**config.mk**
```make
export PLATFORM = sky130hd
export DESIGN_NAME = float_pt_add_sub_pipe
export DESIGN_NICKNAME = d
export VERILOG_FILES = /design/src/rtl/fp_pkg.sv /design/src/rtl/fp_lzc.sv /design/src/rtl/float_pt_add_sub_pipe.sv
export SDC_FILE = /design/constraint.sdc
export NUM_CORES = 1
export LEC_CHECK = 0
export ABC_AREA = 1
export CAP_MARGIN = 20
export CELL_PAD_IN_SITES_DETAIL_PLACEMENT = 0
export CELL_PAD_IN_SITES_GLOBAL_PLACEMENT = 1
export CORE_MARGIN = 3
export CORE_UTILIZATION = 38
export DETAILED_ROUTE_END_ITERATION = 10
export HOLD_SLACK_MARGIN = 0.1
export PLACE_DENSITY = 0.79
export SYNTH_ARGS = -nofsm -noshare
export SYNTH_HDL_FRONTEND = slang
export SYNTH_SLANG_ARGS = --single-unit
```
**constraint.sdc**
```tcl
create_clock -name clk -period 11.8 [get_ports clk]
set_clock_uncertainty 0.2 [all_clocks]
set_input_delay 2.36 -clock clk [delete_from_list [all_inputs] [get_ports clk]]
set_output_delay 2.36 -clock clk [all_outputs]
set_load 0.02 [all_outputs]
```
**src/rtl/fp_pkg.sv**
```systemverilog
// Shared constants and pipeline record types for the floating-point add/sub pipeline.
package fp_pkg;

  // Guard, round and sticky bits appended below the significand LSB.
  localparam int GRS_W = 3;

  function automatic int exp_bias(input int exp_w);
    return (1 << (exp_w - 1)) - 1;
  endfunction

  function automatic int exp_ones(input int exp_w);
    return (1 << exp_w) - 1;
  endfunction

  typedef struct packed {
    logic valid;
    logic sign;
    logic sub;
    logic special;
    logic nan;
  } stage_ctl_t;

endpackage

```
**src/rtl/fp_lzc.sv**
```systemverilog
// Parametrised leading-zero counter; an all-zero input reports W.
module fp_lzc #(
  parameter int W     = 27,
  parameter int CNT_W = $clog2(W + 1)
) (
  input  logic [W-1:0]     i_vec,
  output logic [CNT_W-1:0] o_cnt
);

  // Scan upward so the highest set bit is the last one to win.
  always_comb begin
    o_cnt = CNT_W'(W);
    for (int i = 0; i < W; i++) begin
      if (i_vec[i]) o_cnt = CNT_W'(W - 1 - i);
    end
  end

endmodule

```
**src/rtl/float_pt_add_sub_pipe.sv**
```systemverilog
// 3-stage pipelined floating-point add/sub: align, add + LZC, normalise + round-to-nearest-even.
module float_pt_add_sub_pipe
  import fp_pkg::*;
#(
  parameter int EXP_W = 8,
  parameter int MAN_W = 23
) (
  input  logic             clk,
  input  logic             rst,
  input  logic             in_valid,
  output logic             in_ready,
  input  logic             s_a,
  input  logic [EXP_W-1:0] e_a,
  input  logic [MAN_W-1:0] m_a,
  input  logic             s_b,
  input  logic [EXP_W-1:0] e_b,
  input  logic [MAN_W-1:0] m_b,
  input  logic             oper,
  output logic             out_valid,
  input  logic             out_ready,
  output logic             s_op,
  output logic [EXP_W-1:0] e_op,
  output logic [MAN_W-1:0] m_op,
  output logic             ovf,
  output logic             unf
);

  localparam int SIG_W = MAN_W + 1;
  localparam int EXT_W = SIG_W + GRS_W;
  localparam int SUM_W = EXT_W + 1;
  localparam int LZ_W  = $clog2(EXT_W + 1);
  localparam int XW    = EXP_W + 2;
  localparam logic [EXP_W-1:0] EXP_MAX = EXP_W'(exp_ones(EXP_W));

  typedef struct packed {
    stage_ctl_t       ctl;
    logic [EXP_W-1:0] exp;
    logic [SUM_W-1:0] sig;
  } stage_t;

  stage_t            r_s1, r_s2;
  logic [EXT_W-1:0]  r_s1_small;
  logic [LZ_W-1:0]   r_s2_lzc;
  logic              r_out_valid, r_s_op, r_ovf, r_unf;
  logic [EXP_W-1:0]  r_e_op;
  logic [MAN_W-1:0]  r_m_op;

  logic w_stall;
  assign w_stall  = r_out_valid & ~out_ready;
  assign in_ready = ~w_stall;

  // ---------------- Stage 1: decode, swap, align ----------------
  logic             w_eff_sb, w_a_zero, w_b_zero, w_a_inf, w_b_inf, w_a_ge;
  logic             w_special, w_nan;
  logic [SIG_W-1:0] w_sig_a, w_sig_b, w_sig_small;
  logic [EXP_W-1:0] w_diff;
  logic [EXT_W-1:0] w_small_ext, w_shift_mask, w_small_al;
  stage_t           w_s1;

  assign w_eff_sb    = s_b ^ ~oper;
  assign w_a_zero    = (e_a == '0);
  assign w_b_zero    = (e_b == '0);
  assign w_a_inf     = (e_a == EXP_MAX);
  assign w_b_inf     = (e_b == EXP_MAX);
  assign w_sig_a     = w_a_zero ? '0 : {1'b1, m_a};
  assign w_sig_b     = w_b_zero ? '0 : {1'b1, m_b};
  assign w_a_ge      = {e_a, w_sig_a} >= {e_b, w_sig_b};
  assign w_sig_small = w_a_ge ? w_sig_b : w_sig_a;
  assign w_diff      = w_a_ge ? e_a - e_b : e_b - e_a;
  assign w_special   = w_a_inf | w_b_inf;
  assign w_nan       = w_a_inf & w_b_inf & (s_a ^ w_eff_sb);

  // Bits shifted past the sticky position are OR-ed back into it.
  assign w_small_ext  = {w_sig_small, {GRS_W{1'b0}}};
  assign w_shift_mask = ~({EXT_W{1'b1}} << w_diff);
  assign w_small_al   = (w_small_ext >> w_diff)
                      | {{(EXT_W-1){1'b0}}, |(w_small_ext & w_shift_mask)};

  always_comb begin
    w_s1             = '0;
    w_s1.ctl.valid   = in_valid;
    w_s1.ctl.sub     = s_a ^ w_eff_sb;
    w_s1.ctl.special = w_special;
    w_s1.ctl.nan     = w_nan;
    if (w_special) w_s1.ctl.sign = w_nan ? 1'b0 : (w_a_inf ? s_a : w_eff_sb);
    else           w_s1.ctl.sign = w_a_ge ? s_a : w_eff_sb;
    w_s1.exp = w_a_ge ? e_a : e_b;
    w_s1.sig = {1'b0, (w_a_ge ? w_sig_a : w_sig_b), {GRS_W{1'b0}}};
  end

  // ---------------- Stage 2: add/sub + leading-zero count ----------------
  logic [SUM_W-1:0] w_sum;
  logic [LZ_W-1:0]  w_lzc;
  stage_t           w_s2;

  assign w_sum = r_s1.ctl.sub ? r_s1.sig - {1'b0, r_s1_small}
                              : r_s1.sig + {1'b0, r_s1_small};

  fp_lzc #(.W(EXT_W)) u_lzc (
    .i_vec (w_sum[EXT_W-1:0]),
    .o_cnt (w_lzc)
  );

  always_comb begin
    w_s2     = r_s1;
    w_s2.sig = w_sum;
  end

  // ---------------- Stage 3: normalise, round, classify ----------------
  logic             w_carry, w_zero, w_rnd_up, w_exp_neg, w_exp_big;
  logic [EXT_W-1:0] w_norm;
  logic [SIG_W:0]   w_mant_rnd;
  logic [MAN_W-1:0] w_frac;
  logic [XW-1:0]    w_exp_base, w_exp_pre, w_exp_fin;
  logic             w_res_s, w_ovf, w_unf;
  logic [EXP_W-1:0] w_res_e;
  logic [MAN_W-1:0] w_res_m;

  assign w_carry    = r_s2.sig[SUM_W-1];
  assign w_zero     = (r_s2.sig == '0);
  assign w_norm     = w_carry ? {r_s2.sig[SUM_W-1:2], |r_s2.sig[1:0]}
                              : r_s2.sig[EXT_W-1:0] << r_s2_lzc;
  assign w_exp_base = {2'b00, r_s2.exp};
  assign w_exp_pre  = w_carry ? w_exp_base + XW'(1) : w_exp_base - XW'(r_s2_lzc);
  assign w_rnd_up   = w_norm[2] & (w_norm[1] | w_norm[0] | w_norm[3]);
  assign w_mant_rnd = {1'b0, w_norm[EXT_W-1:GRS_W]} + (SIG_W+1)'(w_rnd_up);
  assign w_frac     = w_mant_rnd[SIG_W] ? w_mant_rnd[MAN_W:1] : w_mant_rnd[MAN_W-1:0];
  assign w_exp_fin  = w_exp_pre + XW'(w_mant_rnd[SIG_W]);
  assign w_exp_neg  = w_exp_fin[XW-1] | (w_exp_fin == '0);
  assign w_exp_big  = ~w_exp_fin[XW-1] & (w_exp_fin[XW-2:0] >= {1'b0, EXP_MAX});

  always_comb begin
    w_res_s = r_s2.ctl.sign;
    w_res_e = w_exp_fin[EXP_W-1:0];
    w_res_m = w_frac;
    w_ovf   = 1'b0;
    w_unf   = 1'b0;
    if (r_s2.ctl.special) begin
      w_res_e = EXP_MAX;
      w_res_m = r_s2.ctl.nan ? MAN_W'(1) : '0;
    end else if (w_zero) begin
      // An exact zero keeps a negative sign only when two like-signed zeros were added.
      w_res_s = r_s2.ctl.sign & ~r_s2.ctl.sub;
      w_res_e = '0;
      w_res_m = '0;
    end else if (w_exp_big) begin
      w_res_e = EXP_MAX;
      w_res_m = '0;
      w_ovf   = 1'b1;
    end else if (w_exp_neg) begin
      w_res_e = '0;
      w_res_m = '0;
      w_unf   = 1'b1;
    end
  end

  // ---------------- Pipeline registers ----------------
  always_ff @(posedge clk or posedge rst) begin
    if (rst) begin
      r_s1        <= '0;
      r_s1_small  <= '0;
      r_s2        <= '0;
      r_s2_lzc    <= '0;
      r_out_valid <= 1'b0;
      r_s_op      <= 1'b0;
      r_e_op      <= '0;
      r_m_op      <= '0;
      r_ovf       <= 1'b0;
      r_unf       <= 1'b0;
    end else if (!w_stall) begin
      r_s1        <= w_s1;
      r_s1_small  <= w_small_al;
      r_s2        <= w_s2;
      r_s2_lzc    <= w_lzc;
      r_out_valid <= r_s2.ctl.valid;
      r_s_op      <= w_res_s;
      r_e_op      <= w_res_e;
      r_m_op      <= w_res_m;
      r_ovf       <= r_s2.ctl.valid & w_ovf;
      r_unf       <= r_s2.ctl.valid & w_unf;
    end
  end

  assign out_valid = r_out_valid;
  assign s_op      = r_s_op;
  assign e_op      = r_e_op;
  assign m_op      = r_m_op;
  assign ovf       = r_ovf;
  assign unf       = r_unf;

endmodule
```
; ---- After elaboration in Yosys (flattened, before gate mapping)
; Cells that the tools add are included.
[classes]
n_reduce_logical = 6
n_mux = 59
bitwise = 22
eq_ne = 2
n_addsub = 8
magnitude_cmp = 2
n_shift = 3
[op_table]
columns = operator, count
row1 = $mux W23, 5
row2 = $mux W24, 4
row3 = $mux W5, 16
row4 = $mux W8, 6
row5 = $ge A32 B32 Y1, 1
row6 = $mux W4, 8
row7 = $add A27 B27 Y28, 1
row8 = $logic_not A28 Y1, 1
row9 = $mux W28, 1
row10 = $sub A27 B27 Y28, 1
row11 = $and A27 B27 Y27, 1
row12 = $mux W27, 1
row13 = $not A27 Y27, 1
row14 = $or A27 B1 Y27, 1
row15 = $reduce_or A27 Y1, 1
row16 = $shl A27 B5 Y27, 1
row17 = $shl A27 B8 Y27 const A, 1
row18 = $shr A27 B8 Y27, 1
row19 = $add A24 B1 Y25, 1
row20 = $eq A8 B8 Y1 const B, 2
row21 = $logic_not A8 Y1, 2
row22 = $sub A8 B8 Y8, 2
row23 = $mux W1, 15
row24 = $add A10 B1 Y10, 1
row25 = other kinds (11), 27
[totals]
word_cells = 124
reg_bits = 145
out_inout_bits = 36
input_bits = 69

; ---- Logic depth before layout (Yosys ltp)
[logic_depth]
depth_word = 29
ltp_mapped = 36
depth_no_buf = 35

; ---- Hierarchy
; A second synthesis with hierarchy kept.
[hier_totals]
hier_cells = 2510
hier_area_um2 = 15444.8
[modules_own_cells]
columns = mod, instances, seq_area_each_um2, cells_each, area_per_inst_um2
row1 = float_pt_add_sub_pipe, 1, 3628.5, 2430, 15092.0
row2 = fp_lzc, 1, 0.0, 80, 352.8

; ---- Least setup slack after synthesis
; OpenSTA, ideal clock, no wires.
[synth_timing]
kind = input to output
from = input port out_ready
to = output port in_ready
path_slack_ns = 5.811
required_ns = 9.240
cell_stages = 4
n_path_buf = 2
t_arrival_ns = 3.429
path_cell_list = nor2_1 > clkinv_1 > clkbuf_1 > buf_1
[synth_via]
elab_chain_len = 3
[synth_lines]
columns = element, line_no
row1 = start: declaration, float_pt_add_sub_pipe.sv:20  ; input logic out_ready,
row2 = $not A1 Y1, float_pt_add_sub_pipe.sv:49  ; assign w_stall = r_out_valid & ~out_ready;
row3 = $and A1 B1 Y1, float_pt_add_sub_pipe.sv:49
row4 = $not A1 Y1, float_pt_add_sub_pipe.sv:50  ; assign in_ready = ~w_stall;
row5 = end: declaration, float_pt_add_sub_pipe.sv:11  ; output logic in_ready,
; Every way passes these cells.

; ---- Worst setup path after layout
[layout_timing]
from = input port e_a[1]
to = register r_s1_small[3]
[layout_via]
elab_chain_len = 6
elab_cells_between_ends = 9
classes_between = 2 x add/sub / 1 x order compare / 1 x shift / 3 x mux / 1 x bitwise / 1 x reduce/logical
[layout_lines]
columns = element, line_no
row1 = start: declaration, float_pt_add_sub_pipe.sv:13  ; input logic [EXP_W-1:0] e_a,
row2 = $logic_not A8 Y1, float_pt_add_sub_pipe.sv:61  ; assign w_a_zero = (e_a == '0);
row3 = $mux W24, float_pt_add_sub_pipe.sv:65  ; assign w_sig_a = w_a_zero ? '0 : {1'b1, m_a};
row4 = $ge A32 B32 Y1, float_pt_add_sub_pipe.sv:67  ; assign w_a_ge = {e_a, w_sig_a} >= {e_b, w_sig_b};
row5 = $mux W24 or $mux W8 (tied branches), "float_pt_add_sub_pipe.sv:68, float_pt_add_sub_pipe.sv:69"
row6 = $shr A27 B8 Y27 (*), float_pt_add_sub_pipe.sv:76  ; assign w_small_al = (w_small_ext >> w_diff)
row7 = $or A27 B1 Y27 (*), float_pt_add_sub_pipe.sv:77  ; | {{(EXT_W-1){1'b0}}, |(w_small_ext & w_shift_mask)};
row8 = end signal: assignment, float_pt_add_sub_pipe.sv:172  ; r_s1_small <= w_small_al;
row9 = end: declaration, float_pt_add_sub_pipe.sv:42  ; logic [EXT_W-1:0] r_s1_small;
; Every way passes the cells marked *; elsewhere a longest branch is shown, timed or not.
; A chain may end at the register's enable or synchronous reset.

==> results_dict.tcl <==
set metrics [dict create \
    dieWidth_um 206 \
    holdPathStages 2 \
    wl_per_cell_um 18.4 \
    grt_start_max_net_pins 93 \
    nNetsFinal 2632 \
    yosys.cell_types.count 69 \
    synth_compound_area_share_pct 18.4 \
    synth_flop_cell "dfrtp_1" \
    setup_viol 0 \
    io_buffers 104 \
    syn-num-nets 2601 \
    yosys_warnings 0 \
    ys_seq_elements 145 \
    worstSetupEndpointType "flip-flop" \
    syn_area_um2 15200 \
    r2r-end "m_op[17]" \
    crit_path_start_kind "input port" \
    num_rows 72 \
    rsz0062_at_grt "false" \
    slew_headroom_pct 28.4 \
    dr_wl_met3_um 2720 \
    final_common_cell "nand2_1" \
    synthXorXnorAreaFrac_pct 3.06 \
    synthMuxAreaShare_pct 0.593 \
    ant_nets 0 \
    yosys.area.top_type "dfrtp_1" \
    min_from "r_s2[39]" \
    dp_hpwl_um 43700 \
    final.setup.tns_ps 0 \
    postSynthCellCount 2430 \
    cts-resized-gates 0 \
    grt_pass1_wl_um 87100 \
    min_path_type "reg -> reg" \
    synthAdderAreaFrac_pct 8.60 \
    cp_data_arrival_time_ps 9090 \
    maxUsedRoutingLayer "met4" \
    remaining_drc_errors 0 \
    wl_met2_um 25400 \
    clk_pin_slew_ps 60 \
    critPathSlowestCell "clkinv_1" \
    route.vias.total 16100 \
    synth-simple-area-share_pct 35.0 \
    synth_top_family_by_area "simple AND/OR/NAND/NOR gates" \
    n_fill_cell 4246 \
    synth_edf_count 0 \
    whs_endpoint "r_s2[39]" \
    clock-root-buffer "clkbuf_16" \
    most-common-layout-cells "nand2_1 (769), inv_1 (263), nand3_1 (200)" \
    regArea_um2 3630 \
    worstMarginPinSlew_ps 1070 \
    postCtsHoldBufs 0 \
    finalCritPeriodShare_pct 76.3 \
    overflow 0 \
    cts_buffer_depth 2 \
    final_hold_viol_count 0 \
    multi_input_area_um2 9980 \
    core_um2 39100 \
    viasPerCell 5.39 \
    irDropWorstVdd_uv 116 \
    criticalPathCategory "in -> reg" \
    r2r_cells 31 \
    drt-met1-wl_um 24600 \
    r2r-start "r_s2_lzc[1]" \
    cts-buffers-inserted 17 \
    start_util_pct 38.9 \
    cts_sinks 145 \
    reg2reg_slack_ps 5490 \
    h-tree-depth 4 \
    die_area_um2 42400 \
    final_util_pct 43.8 \
    crit_fanout 72 \
    postSynth.asyncResetShare_pct 100 \
    antenna_found_initial 3 \
    cts_tree "yes" \
    cp_slowest_stage_delay_ps 890 \
    postCtsSetupBuffers 0 \
    fmax_mhz 111 \
    avgSynthCellArea_um2 6.25 \
    synthTopCellsByArea "dfrtp_1 (24%), nand2_1 (19%), ha_1 (8.1%)" \
    power_density_nw_per_um2 248 \
    drive_gt1_share_pct 4.61 \
    leakage_nw 8.50 \
    routed_wl_um 55100 \
    fin_crit_ps 9000 \
    synthToLayoutAreaGrowth_pct 12.7 \
    yosysTopAreaCellShare_pct 23.9 \
    place_congestion 0.974 \
    io_pins 105 \
    path_cells "clkdlybuf4s50_1, inv_1, nand4_1, nor2_2, clkinv_1, nand2_1, inv_1, ha_1, a21oi_1, o21ai_0, nand2_1, a21oi_1, nor2_1, nand3_4, inv_2, o21ai_1, nand2_1, clkinv_1, nand2_1, inv_1, nand2_1, nand2_1, o21ai_0, o21ai_0" \
    grt_pass1_vias 15300 \
    crit_required_ps 11890 \
    drv_slew 0 \
    dr.pass1.iters 6 \
    max_cap_violations 0 \
    grt_usage_pct 26.1 \
    die_y_um 206 \
    drtIter0Drc 1287 \
    status "finished clean" \
    ys_seq_area_share_pct 23.9 \
    clk_latency_ps 440 \
    cpMostUsedCell "nand2_1" \
]
[stage by stage]
step | cells | total power, mW | hold slack, ps | setup WS, ps | area [µm²]
floorplan | 2430 | 2.80 | 243 | 5350 | 15200
global placement | 2960 | 3.63 | 263 | 2660 | 16500
detailed placement | 2960 | 3.63 | 264 | 2440 | 16500
CTS | 2992 | 4.25 | 282 | 2880 | 17100
global route | 2995 | 4.64 | 301 | 2120 | 17100
finish | 2995 | 4.25 | 279 | 2800 | 17100
[worst max-delay path: cells and delay by family]
family                   cells  cell delay [ps]
AND/OR/NAND/NOR             10             3210
buffers and inverters        7             2620
AO/OA/AOI/OAI                6              540
adder cells (fa/ha/maj)      1              310
[where the power goes]
group	switching [mW]	internal [mW]
Clock	0.242	0.363
Combinational	1.86	0.912
Sequential	0.195	0.681
Total	2.30	1.96
[state kept, by name (all words and copies together) (netlist names)]
signal	count
r_s1_small	27
s_op	1
r_s2	41
r_s1	37
unf	1
ovf	1
r_s2_lzc	5
m_op	23
out_valid	1
e_op	8
[how the worst max path moves through the flow]
stage | startpoint | depth (start not counted) | endpoint
CTS | e_a[1] | 24 | r_s1_small[3]
global route | e_a[1] | 26 | r_s1_small[0]
detailed placement | e_a[1] | 24 | r_s1_small[3]
floorplan | rst | 1 | e_op[0]
global placement | e_a[1] | 26 | r_s1_small[0]
finish | e_a[1] | 24 | r_s1_small[3]
[layer usage]
layer  GRT usage [%]  up-vias
li1                -     8046
met2            42.7      496
met4            11.0        0
met5               0        -
met1            35.0     7485
met3            2.95      117
[synthesized netlist by cell type, types with 7 or more instances]
cell / instances
buf_6: 11
or2_2: 8
o221ai_1: 7
ha_1: 98
o21ai_1: 71
nor2_2: 7
dfrtp_1: 145
buf_2: 27
a31oi_1: 10
o21ai_0: 148
xnor2_1: 18
o21ai_2: 9
nor4_1: 15
nand4_1: 27
o31ai_1: 7
nor3_1: 15
inv_1: 264
clkbuf_1: 51
o22ai_1: 18
a21oi_1: 148
o211ai_1: 25
nand2_1: 769
nor2_1: 173
inv_2: 8
xor2_1: 35
mux2i_1: 9
buf_1: 12
nand3_1: 200
[area by class of cell]
type,instances,share of cell area [%]
diodes,3,0.0438
clock buffers,18,2.51
clock inverters,14,1.27
inverters,277,6.12
multi-input cells,1900,58.3
flip-flops and latches,145,21.2
well taps,518,3.78
repair buffers,120,6.78
[kinds of logic (layout without fill, tap and decap cells)]
logic type | after synthesis | count (layout)
xor gates and xnor gates | 53 | 53
other | 0 | 3
muxes | 9 | 9
AOI/OAI and AO/OA | 486 | 486
buffers and inverters | 385 | 429
DFF | 145 | 145
and+or+nand+nor | 1250 | 1250
adders and majority gates | 102 | 102
(Power assumes the default switching activity.)
